**config.mk**
```make
export PLATFORM = sky130hd
export DESIGN_NAME = cmd_arbiter
export DESIGN_NICKNAME = d
export VERILOG_FILES = /design/src/rtl/cmd_arbiter.sv
export SDC_FILE = /design/constraint.sdc
export NUM_CORES = 1
export LEC_CHECK = 0
export CAP_MARGIN = 20
export CORE_MARGIN = 3
export CORE_UTILIZATION = 45
export CTS_BUF_LIST = sky130_fd_sc_hd__clkbuf_4 sky130_fd_sc_hd__clkbuf_8
export CTS_CLUSTER_DIAMETER = 100
export DETAILED_ROUTE_END_ITERATION = 12
export GPL_ROUTABILITY_DRIVEN = 0
export PLACE_DENSITY = 0.78
export SLEW_MARGIN = 25
export SYNTH_ARGS = -nofsm -noshare
export SYNTH_HDL_FRONTEND = slang
export SYNTH_SLANG_ARGS = --single-unit
```
**constraint.sdc**
```tcl
create_clock -name clk -period 2.3 [get_ports clk]
set_clock_uncertainty 0.15 [all_clocks]
set_input_delay 0.23 -clock clk [delete_from_list [all_inputs] [get_ports clk]]
set_output_delay 0.23 -clock clk [all_outputs]
set_load 0.03 [all_outputs]
```
**src/rtl/cmd_arbiter.sv**
```systemverilog
// cmd_arbiter: picks one of three command sources (UART, tour, calibration),
// registers its command and runs the cmd_rdy / clr_cmd_rdy / send_resp
// handshake with cmd_proc. The acknowledges go back to the granted source only.
// A watchdog aborts the handshake when cmd_proc stops responding.
module cmd_arbiter #(
  parameter int TMO_W      = 26,
  parameter int STARVE_MAX = 4
) (
  input  logic        clk,
  input  logic        rst_n,
  input  logic [15:0] uart_cmd,
  input  logic        uart_rdy,
  input  logic [15:0] tour_cmd,
  input  logic        tour_rdy,
  input  logic [15:0] cal_cmd,
  input  logic        cal_rdy,
  output logic        uart_clr,
  output logic        tour_clr,
  output logic        cal_clr,
  output logic        uart_done,
  output logic        tour_done,
  output logic        cal_done,
  output logic [15:0] cmd,
  output logic        cmd_rdy,
  input  logic        clr_cmd_rdy,
  input  logic        send_resp,
  output logic [2:0]  gnt,
  output logic        tmo_err
);

  localparam int SW = $clog2(STARVE_MAX) + 1;

  typedef enum logic [1:0] {
    IDLE      = 2'd0,
    ISSUE     = 2'd1,
    WAIT_RESP = 2'd2
  } state_t;

  state_t           state_reg, state_next;
  logic [2:0]       gnt_reg, gnt_next;
  logic [15:0]      cmd_reg, cmd_next;
  logic [SW-1:0]    starve_reg, starve_next;
  logic [TMO_W-1:0] wdog_reg, wdog_next;

  logic [2:0]  win;
  logic [15:0] win_cmd;
  logic        tmo_hit;
  logic        clr_fire;
  logic        done_fire;

  // Arbitration: cal > tour > uart, unless UART has lost too many times in a row.
  always_comb begin
    win     = 3'b000;
    win_cmd = uart_cmd;
    if (uart_rdy && (starve_reg >= SW'(STARVE_MAX))) begin
      win     = 3'b001;
      win_cmd = uart_cmd;
    end else if (cal_rdy) begin
      win     = 3'b100;
      win_cmd = cal_cmd;
    end else if (tour_rdy) begin
      win     = 3'b010;
      win_cmd = tour_cmd;
    end else if (uart_rdy) begin
      win     = 3'b001;
      win_cmd = uart_cmd;
    end
  end

  // Handshake events; a watchdog abort suppresses any acknowledge in that cycle.
  always_comb begin
    tmo_hit   = (state_reg != IDLE) && (&wdog_reg);
    clr_fire  = (state_reg == ISSUE) && clr_cmd_rdy && !tmo_hit;
    done_fire = !tmo_hit && send_resp &&
                (((state_reg == ISSUE) && clr_cmd_rdy) || (state_reg == WAIT_RESP));
  end

  // Next-state, grant, command, starvation and watchdog logic.
  always_comb begin
    state_next  = state_reg;
    gnt_next    = gnt_reg;
    cmd_next    = cmd_reg;
    starve_next = starve_reg;
    wdog_next   = wdog_reg;
    case (state_reg)
      IDLE: begin
        if (|win) begin
          state_next = ISSUE;
          gnt_next   = win;
          cmd_next   = win_cmd;
          wdog_next  = '0;
          if (win[0]) begin
            starve_next = '0;
          end else if (uart_rdy && !(&starve_reg)) begin
            starve_next = starve_reg + SW'(1);
          end
        end
      end
      ISSUE: begin
        wdog_next = wdog_reg + TMO_W'(1);
        if (tmo_hit || done_fire) begin
          state_next = IDLE;
          gnt_next   = 3'b000;
        end else if (clr_fire) begin
          state_next = WAIT_RESP;
        end
      end
      WAIT_RESP: begin
        wdog_next = wdog_reg + TMO_W'(1);
        if (tmo_hit || done_fire) begin
          state_next = IDLE;
          gnt_next   = 3'b000;
        end
      end
      default: begin
        state_next = IDLE;
        gnt_next   = 3'b000;
      end
    endcase
  end

  // State register with synchronous active-low reset.
  always_ff @(posedge clk) begin
    if (!rst_n) begin
      state_reg  <= IDLE;
      gnt_reg    <= 3'b000;
      cmd_reg    <= 16'h0000;
      starve_reg <= '0;
      wdog_reg   <= '0;
    end else begin
      state_reg  <= state_next;
      gnt_reg    <= gnt_next;
      cmd_reg    <= cmd_next;
      starve_reg <= starve_next;
      wdog_reg   <= wdog_next;
    end
  end

  assign cmd     = cmd_reg;
  assign gnt     = gnt_reg;
  assign cmd_rdy = (state_reg == ISSUE);
  assign tmo_err = tmo_hit;

  assign {cal_clr, tour_clr, uart_clr}    = gnt_reg & {3{clr_fire}};
  assign {cal_done, tour_done, uart_done} = gnt_reg & {3{done_fire}};

endmodule

```
# Word level (Yosys, flattened, before mapping)
# Cells that the tools add are included.
[totals]
ff_bits = 50
inputBits = 55
output_inout_bits = 27
word_cells = 59
[op_classes]
n_addsub = 2
magnitude_cmp = 1
n_eq_ne = 6
n_mux = 19
bitwise = 2
n_reduce_logical = 24
[ops]
columns = ["cell", "count"]
rows = [
  ["26-bit case mux with 2 select lines", 1],
  ["16-bit 2-to-1 mux", 3],
  ["26-bit by 1-bit adder with 26-bit output (second input constant)", 1],
  ["26-bit 2-to-1 mux", 1],
  ["26-bit AND reduction", 1],
  ["3-bit 2-to-1 mux", 6],
  ["2-bit 2-to-1 mux", 5],
  ["3-bit AND reduction", 3],
  ["1-bit logical AND", 7],
  ["3-bit bitwise AND", 2],
  ["2-bit case mux with 3 select lines", 1],
  ["3-bit case mux with 2 select lines", 1],
  ["2-bit AND reduction", 3],
  ["2-bit nonzero test", 3],
  ["2-bit by 1-bit inequality test with 1-bit output (second input constant)", 2],
  ["3-bit by 1-bit adder with 3-bit output (second input constant)", 1],
  ["3-bit >= comparator (second input constant)", 1],
  ["3-bit by 1-bit inequality test with 1-bit output (second input constant)", 1],
  ["3-bit OR reduction", 1],
  ["2-bit by 1-bit == test with 1-bit output (second input constant)", 1],
  ["2-bit == test (second input constant)", 1],
  ["1-bit logical NOT", 2],
  ["2-bit logical NOT", 1],
  ["1-bit logical OR", 2],
  ["3 further kinds", 3],
]

# Longest topological paths before layout
[logic_depth]
depth_word = 8
ltp_mapped = 9
depth_no_buf = 7

# Worst setup path before layout
# No wires, ideal clock.
[synth_timing]
path_kind = "reg2reg"
startpoint = "reg state_reg[1]"
endpoint = "reg gnt_reg[2], in the netlist gnt[2]"
setup_ns = 0.117
arrival_time_ns = 1.708
required_ns = 2.033
setup_slack_ns = 0.325
stages_incl_launch_ff = 8
n_path_buf = 1
synth_period_minus_slack_ns = 1.975
cell_sequence = "dfxtp_1 inv_1 ha_1 buf_4 nor3_1 nand4_4 a31o_1 a22o_1"
[synth_between]
elab_chain_len = 8
word_cells_on_any_way = 16
cone_classes = "4 x eq/ne; 1 x mux; 11 x reduce/logical"
[synth_rtl]
columns = ["element", "line_no", "text"]
rows = [
  ["start: declaration", "39", "state_t state_reg, state_next;"],
  ["start signal: assignment", "131", "state_reg <= state_next;"],
  ["2-bit nonzero test", "72", "tmo_hit = (state_reg != IDLE) && (&wdog_reg);"],
  ["1-bit logical AND", "72", ""],
  ["1-bit logical NOT", "74", "done_fire = !tmo_hit && send_resp &&"],
  ["1-bit logical AND (2 in a row)", "74", ""],
  ["1-bit logical OR", "101, 110", ""],
  ["2-bit by 1-bit inequality test with 1-bit output (no line)", "--", ""],
  ["2-bit AND reduction (no line)", "--", ""],
  ["end signal: assignment", "132", "gnt_reg <= gnt_next;"],
  ["end: declaration", "40", "logic [2:0] gnt_reg, gnt_next;"],
]
# Parallel ways exist; a longest one is shown, timed or not.
# A chain may end at the register's enable or synchronous reset.

# Worst setup path after layout
[layout_timing]
startpoint = "reg state_reg[0]"
endpoint = "out cal_clr"
[layout_between]
elab_chain_len = 5
word_cells_on_any_way = 7
cone_classes = "1 x eq/ne; 1 x bitwise; 5 x reduce/logical"
[layout_rtl]
columns = ["element", "line_no", "text"]
rows = [
  ["2-bit nonzero test", "72", ""],
  ["1-bit logical AND", "72", ""],
  ["1-bit logical NOT", "73", "clr_fire = (state_reg == ISSUE) && clr_cmd_rdy && !tmo_hit;"],
  ["1-bit logical AND *", "73", ""],
  ["3-bit bitwise AND *", "144", "assign {cal_clr, tour_clr, uart_clr} = gnt_reg & {3{clr_fire}};"],
  ["end: declaration", "19", "output logic cal_clr,"],
]
# Mark *: on every way between the ends. The rest lies on a longest branch, timed or not.

==> metrics.cfg <==
[setup_path]
crit_path_start_kind = flip-flop
worstSetupEndpointType = output port
worstPathArrival_ps = 1790
required_ps = 1920
reg2reg_slack_ps = 270
path_max_fanout = 7
worstSetupPathType = reg -> out

[synthesis]
yosys_warnings = 0
synth_cell_types = 37
synthArstFlopShare_pct = 0
seq_area_frac_synth_pct = 37.8
avgSynthCellArea_um2 = 8.62
syn_inst = 307
synth_edf_count = 0
synth_flop_cell = dfxtp_1
syn-cell-area_mm2 = 0.00265
ys_ff_latch = 50
syn_nets = 368

[route]
wl_mm = 6.42
first_pass_iters = 4
ant_nets = 0
vias_per_cell = 5.27
dr_total_vias = 2496
initialDrtViolationCount = 97
wire_per_inst_um = 13.5
drc = 0

[timing]
setup_ws_ps = 129
rsz0062_at_grt = no
hold_viol_final = 0
setup_viol = 0
slew_violations = 0
slew-limit-headroom_pct = 56.1
timing.final.crit_share_pct = 94.4
fmax_mhz = 461
fin_crit_ps = 2170
worstMarginPinSlew_ps = 656

[grt]
grt_pass1_wl_mm = 11.0
grt_pass1_vias = 2484
overflow = 0
grt_max_degree = 26
grt_antenna_before_repair = 0
use_met2_pct = 34.9
use_met3_pct = 8.57
grt-busiest-layer = met2
grtUsageMet1_pct = 23.9
grtUsageTotal_pct = 20.6

[clock_tree]
cts_setup_buffers = 0
cts-root-buf = clkbuf_8
cts_max_path_buffers = 2
clk_latency_ps = 300
cts_tree = done
cts_sinks = 50
clk_pin_slew_ps = 90
h-tree-depth = 2
cts_buffers = 5

[floorplan]
rows = 27
start_util_pct = 47.2
die_h_um = 82.7
dieArea_mm2 = 0.00684
io-pin-count = 82
die-width_um = 82.7
core_mm2 = 0.00561

[final_layout]
final_cell_mix = clkdlybuf4s50_1 (74), dfxtp_1 (49), nand2_1 (44), nor2_1 (30), buf_4 (26)
drive_gt1_share_pct = 11.4
multi_input_area_mm2 = 0.00155
antenna_cells = 0
layout_commonest_cell = clkdlybuf4s50_1
largest_reg_flops = 26
final_nets = 462
num-fill-cells = 479
seqCellArea_mm2 = 0.00100
instances_no_fill = 474
area_growth_pct = 40.9

[power]
cellInternalPower_w = 0.00149
combPwrFrac_pct = 26.6
max-vdd-ir-drop_uv = 336
seq_power_share_pct = 45.2
p_sw_w = 0.000604
power_density_mw_per_mm2 = 561
p_leak_nw = 1.53
clkPwrFrac_pct = 28.1
total_power_w = 0.00209
switching_share_pct = 28.9

[placed_design]
io_buffers = 81
place_inst = 466
dpl.hpwl_mm = 5.05
dp_slack_ps = -15.2

[worst_hold_path]
hold_path_class = reg -> reg

[flow_run]
drv_cap = 0

[status]
outcome = finished, final reports clean

==> cells in the mapped netlist (3+ instances only) <==
library cell  number  area (um^2)
buf_2             11         55.1
o21ai_0            6         30.0
and4_1             6         52.6
o211ai_1          17          128
clkbuf_1           5         18.8
ha_1               6         75.1
and3_1            12         75.1
a21boi_0          17          128
xor2_1            21          184
xnor2_1            3         26.3
nor2b_1            5         31.3
a21oi_1            3         15.0
nand4_1           12         75.1
mux2i_1           19          190
inv_1              3         11.3
nor3_1             6         30.0
dfxtp_1           50         1000
and2_1             6         37.5
nand3_1            5         25.0
nand2_1           44          165
nor2_1            30          113
==> stage by stage <==
step	util, %	setup TNS, ps	instance area (um^2)	hold WS [ps]
after floorplan	-	0	2650	205
after global placement	64.9	-944	3640	300
after detailed placement	65.0	-59.7	3640	306
after CTS	66.4	0	3720	318
after global routing	66.5	0	3730	344
final	66.5	0	3730	316
==> cells by family (layout without fill, tap and decap cells) <==
logic type                 after synthesis  in the layout  share of synthesized area [%]
adders and majority gates                6              6                           2.84
muxes                                   19             19                           7.18
buffers and inverters                   22            117                           3.92
AOI/OAI and AO/OA                       52             52                           14.1
and+or+nand+nor                        134            134                           26.2
DFF                                     50             50                           37.8
xor gates and xnor gates                24             24                           7.94
==> critical path, cell delays in order (launching register included) <==
cell	delay, ps
dfxtp_2	350
inv_1	60
ha_1	220
nor3_2	170
buf_4	140
nand4_4	140
and3_1	230
buf_2	170
==> repair_timing <==
item	CTS	global route
hold buffers	0	0
gates resized for setup	30	2
setup endpoints to repair	6	6
==> power groups by stage <==
stage	registers, W	logic, W	clock network (W)
after floorplan	0.00104	0.000233	0
after global placement	0.000965	0.000557	0
after detailed placement	0.000966	0.000564	0
after CTS	0.000946	0.000565	0.000595
after global routing	0.000954	0.000616	0.000637
final	0.000947	0.000558	0.000589
==> per-layer routing <==
| metal | routed length (um) | share of wire (%) |
|---|---|---|
| met4 | 83 | 1.3 |
| met2 | 3070 | 48 |
| met5 | 0 | 0 |
| met1 | 2660 | 41 |
| met3 | 610 | 9.5 |
==> cell type report <==
type / count / area share [%]
Multi-Input combinational cell: 235 / 41.6
Tap cell: 72 / 2.42
Timing Repair Buffer: 106 / 25.9
Sequential cell: 50 / 26.9
Inverter: 3 / 0.302
Clock buffer: 8 / 2.95
==> path summary, 6_finish.rpt <==
| kind | from | cells past startpoint | to |
|---|---|---|---|
| max | state_reg[0] | 7 | cal_clr |
| min | cmd[11] | 2 | cmd[11] |
| max reg2reg | state_reg[0] | 9 | wdog_reg[6] |
| min reg2reg | cmd[11] | 2 | cmd[11] |
No activity file was read; power rests on OpenSTA's default activity.
